[config.mk]
export PLATFORM = sky130hd
export DESIGN_NAME = scan_risk_loader_flat
export DESIGN_NICKNAME = d
export VERILOG_FILES = /design/src/rtl/scan_risk_loader_if.sv /design/src/rtl/scan_risk_loader.sv /design/src/flat_wrapper.sv
export SDC_FILE = /design/constraint.sdc
export NUM_CORES = 1
export LEC_CHECK = 0
export ABC_AREA = 1
export CORE_MARGIN = 3
export CORE_UTILIZATION = 45
export CTS_CLUSTER_DIAMETER = 60
export CTS_CLUSTER_SIZE = 30
export DETAILED_ROUTE_END_ITERATION = 10
export GPL_TIMING_DRIVEN = 0
export PLACE_DENSITY = 0.75
export RECOVER_POWER = 25
export SLEW_MARGIN = 0
export SYNTH_ARGS = -nofsm -noshare
export SYNTH_HDL_FRONTEND = slang
export SYNTH_SLANG_ARGS = --single-unit
[constraint.sdc]
create_clock -name clk -period 17 [get_ports clk]
set_clock_uncertainty 0.2 [all_clocks]
set_input_delay 3.4 -clock clk [delete_from_list [all_inputs] [get_ports clk]]
set_output_delay 3.4 -clock clk [all_outputs]
set_load 0.01 [all_outputs]
[src/rtl/scan_risk_loader_if.sv]
// Word-stream input and result output handshake bundle for scan_risk_loader.
// The loader takes the slave side; the upstream source and result consumer take the master side.
interface scan_risk_loader_if;
    logic        in_valid;
    logic        in_ready;
    logic [15:0] in_data;
    logic        result_valid;
    logic        result_ready;
    logic [15:0] result_data;

    modport master (
        output in_valid, in_data, result_ready,
        input  in_ready, result_valid, result_data
    );

    modport slave (
        input  in_valid, in_data, result_ready,
        output in_ready, result_valid, result_data
    );
endinterface

[src/rtl/scan_risk_loader.sv]
// Loads a price-scan-range word plus eight positions, runs the scanning-risk block for LATENCY cycles
// and holds its result until taken. Optional macro LOADER_NETPOS_EN skips RUN for a non-positive net position.
module scan_risk_loader #(
    parameter int LATENCY = 2
) (
    input  logic               clk,
    input  logic               reset,
    scan_risk_loader_if.slave  bus,
    output logic [15:0]        priceScanRange,
    output logic [15:0]        position [0:7],
    output logic               calc_run,
    input  logic [15:0]        risk_in
);
    localparam logic [1:0] ST_LOAD  = 2'd0;
    localparam logic [1:0] ST_RUN   = 2'd1;
    localparam logic [1:0] ST_DONE  = 2'd2;
    localparam logic [3:0] LAT_LAST = 4'(LATENCY - 1);

    logic [1:0]  state_r;
    logic [1:0]  state_s;
    logic [3:0]  word_cnt_r;
    logic [3:0]  lat_cnt_r;
    logic        in_ready_r;
    logic        calc_run_r;
    logic        result_valid_r;
    logic [15:0] result_r;
    logic [15:0] psr_r;
    logic [15:0] pos_r [0:7];
    logic        word_take_s;
    logic        last_word_s;
    logic        run_end_s;
    logic        result_take_s;
    logic        skip_run_s;

`ifdef LOADER_NETPOS_EN
    logic [15:0] net_r;
    logic [15:0] net_s;

    function automatic logic is_nonpositive(input logic [15:0] v);
        return (v == 16'd0) || v[15];
    endfunction
`endif

    // Handshake qualifiers for the current cycle
    always_comb begin
        word_take_s   = bus.in_valid && in_ready_r && (state_r == ST_LOAD);
        last_word_s   = word_take_s && (word_cnt_r == 4'd8);
        run_end_s     = (state_r == ST_RUN) && (lat_cnt_r == LAT_LAST);
        result_take_s = (state_r == ST_DONE) && result_valid_r && bus.result_ready;
`ifdef LOADER_NETPOS_EN
        net_s         = net_r + bus.in_data;
        skip_run_s    = last_word_s && is_nonpositive(net_s);
`else
        skip_run_s    = 1'b0;
`endif
    end

    // Next-state decode
    always_comb begin
        state_s = state_r;
        case (state_r)
            ST_LOAD: begin
                if (last_word_s) state_s = skip_run_s ? ST_DONE : ST_RUN;
                else             state_s = ST_LOAD;
            end
            ST_RUN: begin
                if (run_end_s) state_s = ST_DONE;
                else           state_s = ST_RUN;
            end
            ST_DONE: begin
                if (result_take_s) state_s = ST_LOAD;
                else               state_s = ST_DONE;
            end
            default: state_s = ST_LOAD;
        endcase
    end

    // State and registered handshake/control outputs, all decoded from the next state
    always_ff @(posedge clk or posedge reset) begin
        if (reset) begin
            state_r        <= ST_LOAD;
            in_ready_r     <= 1'b0;
            calc_run_r     <= 1'b0;
            result_valid_r <= 1'b0;
        end else begin
            state_r        <= state_s;
            in_ready_r     <= (state_s == ST_LOAD);
            calc_run_r     <= (state_s == ST_RUN);
            result_valid_r <= (state_s == ST_DONE);
        end
    end

    // Word and latency counters; the word counter stalls while in_valid is low
    always_ff @(posedge clk or posedge reset) begin
        if (reset) begin
            word_cnt_r <= 4'd0;
            lat_cnt_r  <= 4'd0;
        end else begin
            if (last_word_s)      word_cnt_r <= 4'd0;
            else if (word_take_s) word_cnt_r <= word_cnt_r + 4'd1;
            else                  word_cnt_r <= word_cnt_r;

            if (state_r != ST_RUN) lat_cnt_r <= 4'd0;
            else if (run_end_s)    lat_cnt_r <= 4'd0;
            else                   lat_cnt_r <= lat_cnt_r + 4'd1;
        end
    end

    // Operand capture; registers keep their contents until a new word lands on them
    always_ff @(posedge clk or posedge reset) begin
        if (reset) begin
            psr_r <= 16'd0;
            for (int i = 0; i < 8; i++) pos_r[i] <= 16'd0;
        end else if (word_take_s) begin
            case (word_cnt_r)
                4'd0:    psr_r <= bus.in_data;
                4'd1, 4'd2, 4'd3, 4'd4,
                4'd5, 4'd6, 4'd7, 4'd8:
                         pos_r[word_cnt_r[2:0] - 3'd1] <= bus.in_data;
                default: psr_r <= psr_r;
            endcase
        end else begin
            psr_r <= psr_r;
        end
    end

    // Result capture: risk_in at the end of RUN, or zero when RUN is skipped
    always_ff @(posedge clk or posedge reset) begin
        if (reset)                          result_r <= 16'd0;
        else if (last_word_s && skip_run_s) result_r <= 16'd0;
        else if (run_end_s)                 result_r <= risk_in;
        else                                result_r <= result_r;
    end

`ifdef LOADER_NETPOS_EN
    // Net-position accumulator, restarted by word 0 of each set
    always_ff @(posedge clk or posedge reset) begin
        if (reset)                                    net_r <= 16'd0;
        else if (word_take_s && word_cnt_r == 4'd0)   net_r <= 16'd0;
        else if (word_take_s)                         net_r <= net_s;
        else                                          net_r <= net_r;
    end
`endif

    assign bus.in_ready     = in_ready_r;
    assign bus.result_valid = result_valid_r;
    assign bus.result_data  = result_r;
    assign calc_run         = calc_run_r;
    assign priceScanRange   = psr_r;
    assign position         = pos_r;
endmodule

[src/flat_wrapper.sv]
// flat-port wrapper written by rule: the top's interface ports become plain ports
module scan_risk_loader_flat 
#(
    parameter int LATENCY = 2
)
  (clk, reset, priceScanRange, position, calc_run, risk_in, bus_in_valid, bus_in_data, bus_result_ready, bus_in_ready, bus_result_valid, bus_result_data);
  scan_risk_loader_if bus_i ();
  input  logic clk;
  input  logic reset;
  output logic [15:0] priceScanRange;
  output logic [15:0] position[0:7];
  output logic calc_run;
  input  logic [15:0] risk_in;
  input wire logic [$bits(bus_i.in_valid)-1:0] bus_in_valid;
  input wire logic [$bits(bus_i.in_data)-1:0] bus_in_data;
  input wire logic [$bits(bus_i.result_ready)-1:0] bus_result_ready;
  output wire logic [$bits(bus_i.in_ready)-1:0] bus_in_ready;
  output wire logic [$bits(bus_i.result_valid)-1:0] bus_result_valid;
  output wire logic [$bits(bus_i.result_data)-1:0] bus_result_data;
  assign bus_i.in_valid = bus_in_valid;
  assign bus_i.in_data = bus_in_data;
  assign bus_i.result_ready = bus_result_ready;
  assign bus_in_ready = bus_i.in_ready;
  assign bus_result_valid = bus_i.result_valid;
  assign bus_result_data = bus_i.result_data;
  scan_risk_loader #(.LATENCY(LATENCY)) u_core (.clk(clk), .reset(reset), .bus(bus_i), .priceScanRange(priceScanRange), .position(position), .calc_run(calc_run), .risk_in(risk_in));
endmodule
==> key figures <==
Status
  • Run status: complete, but fails checks
  • Failing checks: capacitance limit, slew limit

Final layout
  • Final core utilization: 64.10%
  • Final layout net count: 1042
  • Antenna cell count: 0
  • Ratio of cells with drive above 1 in the final layout: 9.693%
  • Signed area change from the synthesized netlist to the final layout: 37.14%

Floorplan
  • Core Footprint: 0.01548 sq mm
  • Core Rows: 45
  • Die height: 132.8 um
  • Total die area: 0.01764 sq mm
  • Die X-Extent: 132.8 um
  • Initial standard-cell utilization of the core: 46.74%
  • Number of placed I/O pins: 199

Placed design
  • Dpl hpwl: 14510 um
  • Place WS: 11.68 ns
  • GPL Wtd Cong: 0.8654
  • Quantity of I/O buffers inserted on ports: 182

CTS
  • # hold bufs at CTS: 0
  • Number of cells upsized or downsized after cts: 0
  • CTS clk-pin slew, worst paths: 0.06 ns
  • Clock tree from TritonCTS: built
  • Source-to-sink clock delay at the later pin of the worst-skew pair: 0.42 ns
  • Cell at the root of the clock tree: sky130_fd_sc_hd__clkbuf_16
  • # H-tree levels: 4
  • Number of CTS-inserted buffers: 17
  • Number of clock sinks: 173
  • Largest buffer count on any clock path: 2
  • Post-CTS repair timing setup buffer count: 0

Critical path
  • Type of destination of the critical path: asynchronous set/reset pin
  • Worst path cell trace: dlygate4sd3_1 > clkinvlp_2
  • Family with the most delay on the worst path: buffers and inverters
  • Critical Setup Path Class: input port to asynchronous set/reset pin
  • Depth of the worst register-to-register path: 11
  • Source of the worst register-to-register timing path: u_core.word_cnt_r[0]
  • Number of gates on the worst path with buffers counted: 2
  • R2R setup slack: 14.60 ns
  • Arrival time worst endpoint: 5.86 ns
  • Type of origin of the critical path: input port
  • Cell with the largest stage delay on the worst path: sky130_fd_sc_hd__clkinvlp_2
  • Highest fanout seen on the critical path: 74
  • Required time of the worst setup path: 16.79 ns
  • Biggest cell delay along the critical path: 1.85 ns
  • Worst Setup EP: u_core.position[93]
  • R2r endpoint: u_core.position[32]
  • WP buf/inv: 2
  • Startpoint of the worst setup timing path: reset

Synthesis
  • Portion of netlist area occupied by mux cells: 0%
  • Dominant combinational cell family by area after synthesis: simple AND/OR/NAND/NOR gates
  • Compound-Gate Fraction of Synth Area: 1.573%
  • Synthesized cell area: 0.007237 sq mm
  • Synthesis Warnings: 0
  • Parity-gate share of the synthesized area counting xor and xnor cells: 0.2420%
  • Mapped Nets: 840
  • Sequential fraction of the synthesis area: 59.82%
  • Cells after Synth: 798
  • Number of flip-flops and latches in the synthesized netlist: 173
  • Mean instance size in the synthesized netlist: 9.069 sq um
  • Fraction of the mapped netlist area in adder cells: 1.037%
  • Number of unique standard cell types used by synthesis: 25
  • Simple-gate area share of the yosys netlist: 31.69%

STA
  • Hold Vio Cnt, Final: 0
  • RSZ-0062 raised after global routing: false
  • Setup tns final: 0 ns
  • Max-slew headroom: -120.9%
  • Final period util: 35.69%
  • Highest attainable clock frequency: 0.1648 GHz
  • Final period demand of the worst path: 6.068 ns
  • Worst Tran Pin Value: 3.295 ns
  • Number of max-slew violations in the final report: 74
  • Final number of setup-violating endpoints: 0
  • Final setup margin: 10.93 ns

Global routing
  • Combined global-route utilization of all metal layers: 24.15%
  • Number of antenna violations at the first check in global routing: 0
  • Overall overflow remaining after global route: 0
  • Global-route wire length before repair: 33150 um
  • Maximum number of pins on one net before global-route repair: 101
  • Vias in the first global route: 5975

Power
  • Cell Pwr Density: 210.0 mW/mm^2
  • Maximum VDD drop: 0.00008985 V
  • Standby leakage power: 4.955 nW

Drt
  • DRC errors left: 0
  • TritonRoute pass-1 iters: 5
  • Overall via count from detail_route: 6243
  • Number of design-rule violations left by the first detailed-router iteration: 558
  • Average wire length per cell after detail routing: 17.06 um
  • DRT Wirelength: 20850 um
  • Number of nets with antenna violations after detailed routing: 0
  • Mean number of vias per cell: 5.109

Run
  • Number of max-capacitance violations reported: 1

Min path
  • Hold/Removal Path Class: flip-flop to flip-flop
## state kept, by name (all words and copies together), names as in the netlist
signal	cells
u_core.bus.result_valid	1
u_core.bus.in_ready	1
u_core.position	128
u_core.priceScanRange	16
u_core.lat_cnt_r	4
u_core.word_cnt_r	4
u_core.bus.result_data	16
u_core.state_r	2
u_core.calc_run	1
## synth_stat cells, drive strengths merged
| cell type | count | area [sq um] |
|---|---|---|
| a211o | 1 | 8.760 |
| ha | 6 | 75.07 |
| a21oi | 2 | 10.01 |
| nand2 | 332 | 1284 |
| nand4 | 33 | 206.5 |
| clkbuf | 20 | 75.07 |
| xnor2 | 1 | 8.760 |
| nand3 | 123 | 653.1 |
| o21ai | 19 | 95.09 |
| buf | 35 | 216.5 |
| nor2 | 20 | 145.1 |
| xor2 | 1 | 8.760 |
| dfrtp | 173 | 4329 |
| nor3 | 1 | 5.000 |
| inv | 31 | 116.4 |
## placed cells by master, fill, tap and decap left out, drive strengths merged, types with 2 or more instances in the layout
cell type	n
inv	30
nand4	33
nand3	123
clkinvlp	3
clkinv	5
a21oi	2
nand2	332
clkdlybuf4s50	163
o21ai	19
dfrtp	173
buf	36
bufinv	2
nor2	20
clkbuf	41
ha	6
dlygate4sd3	19
## stage by stage
stage          cells  hold slack [ns]  total power [mW]  instance area [sq um]
2_1_floorplan    798           0.2595             1.204                   7237
3_3_place_gp    1191           0.2528             1.691                   9323
3_5_place_dp    1192           0.2571             1.711                   9358
4_1_cts         1222           0.2726             2.095                   9933
5_1_grt         1222           0.2773             2.219                   9925
6_report        1222           0.2670             2.084                   9925
## logic make-up after synthesis
| kind of cell | after synthesis |
|---|---|
| AND/OR/NAND/NOR | 509 |
| flip-flops | 173 |
| buffers and inverters | 86 |
| AO/OA/AOI/OAI | 22 |
| adder cells (fa/ha/maj) | 6 |
| XOR/XNOR | 2 |
## layout make-up
type,instances,area (sq um)
sequential,173,4329
timing repair buffer,183,1849
buffer,55,291.5
clock inverter,9,115.1
tap,211,264.0
clock buffer,21,460.4
fill,1308,5559
inverter,31,117.6
multi-input combinational,539,2497
## report_power, final
part           internal, mW  leakage, nW  switching (mW)  total, mW
clock                 0.223        0.275           0.158      0.381
combinational         0.458         2.50           0.536      0.994
sequential            0.595         2.18           0.114      0.710
total                  1.28         4.95           0.808       2.08
## metal layers
layer | part of all wire (%) | GRT usage (%) | up-vias
met1 | 43 | 33.00 | 2965
li1 | - | - | 2973
met4 | 2.9 | 9.180 | 0
met3 | 9.2 | 7.110 | 38
met5 | 0 | 0 | -
met2 | 45 | 36.60 | 267
## worst min-delay path by stage
| stage | startpoint | end | slack (ns) | depth (start not counted) |
|---|---|---|---|---|
| 2_1_floorplan | u_core.lat_cnt_r[0] | u_core.lat_cnt_r[0] | 0.26 | 1 |
| 3_3_place_gp | u_core.position[111] | u_core.position[111] | 0.25 | 2 |
| 3_5_place_dp | u_core.position[94] | u_core.position[94] | 0.26 | 2 |
| 4_1_cts | u_core.position[94] | u_core.position[94] | 0.27 | 2 |
| 5_1_grt | u_core.priceScanRange[10] | u_core.priceScanRange[10] | 0.28 | 2 |
| 6_report | u_core.priceScanRange[10] | u_core.priceScanRange[10] | 0.27 | 2 |
Note: power is estimated with default switching activity, not from simulation.
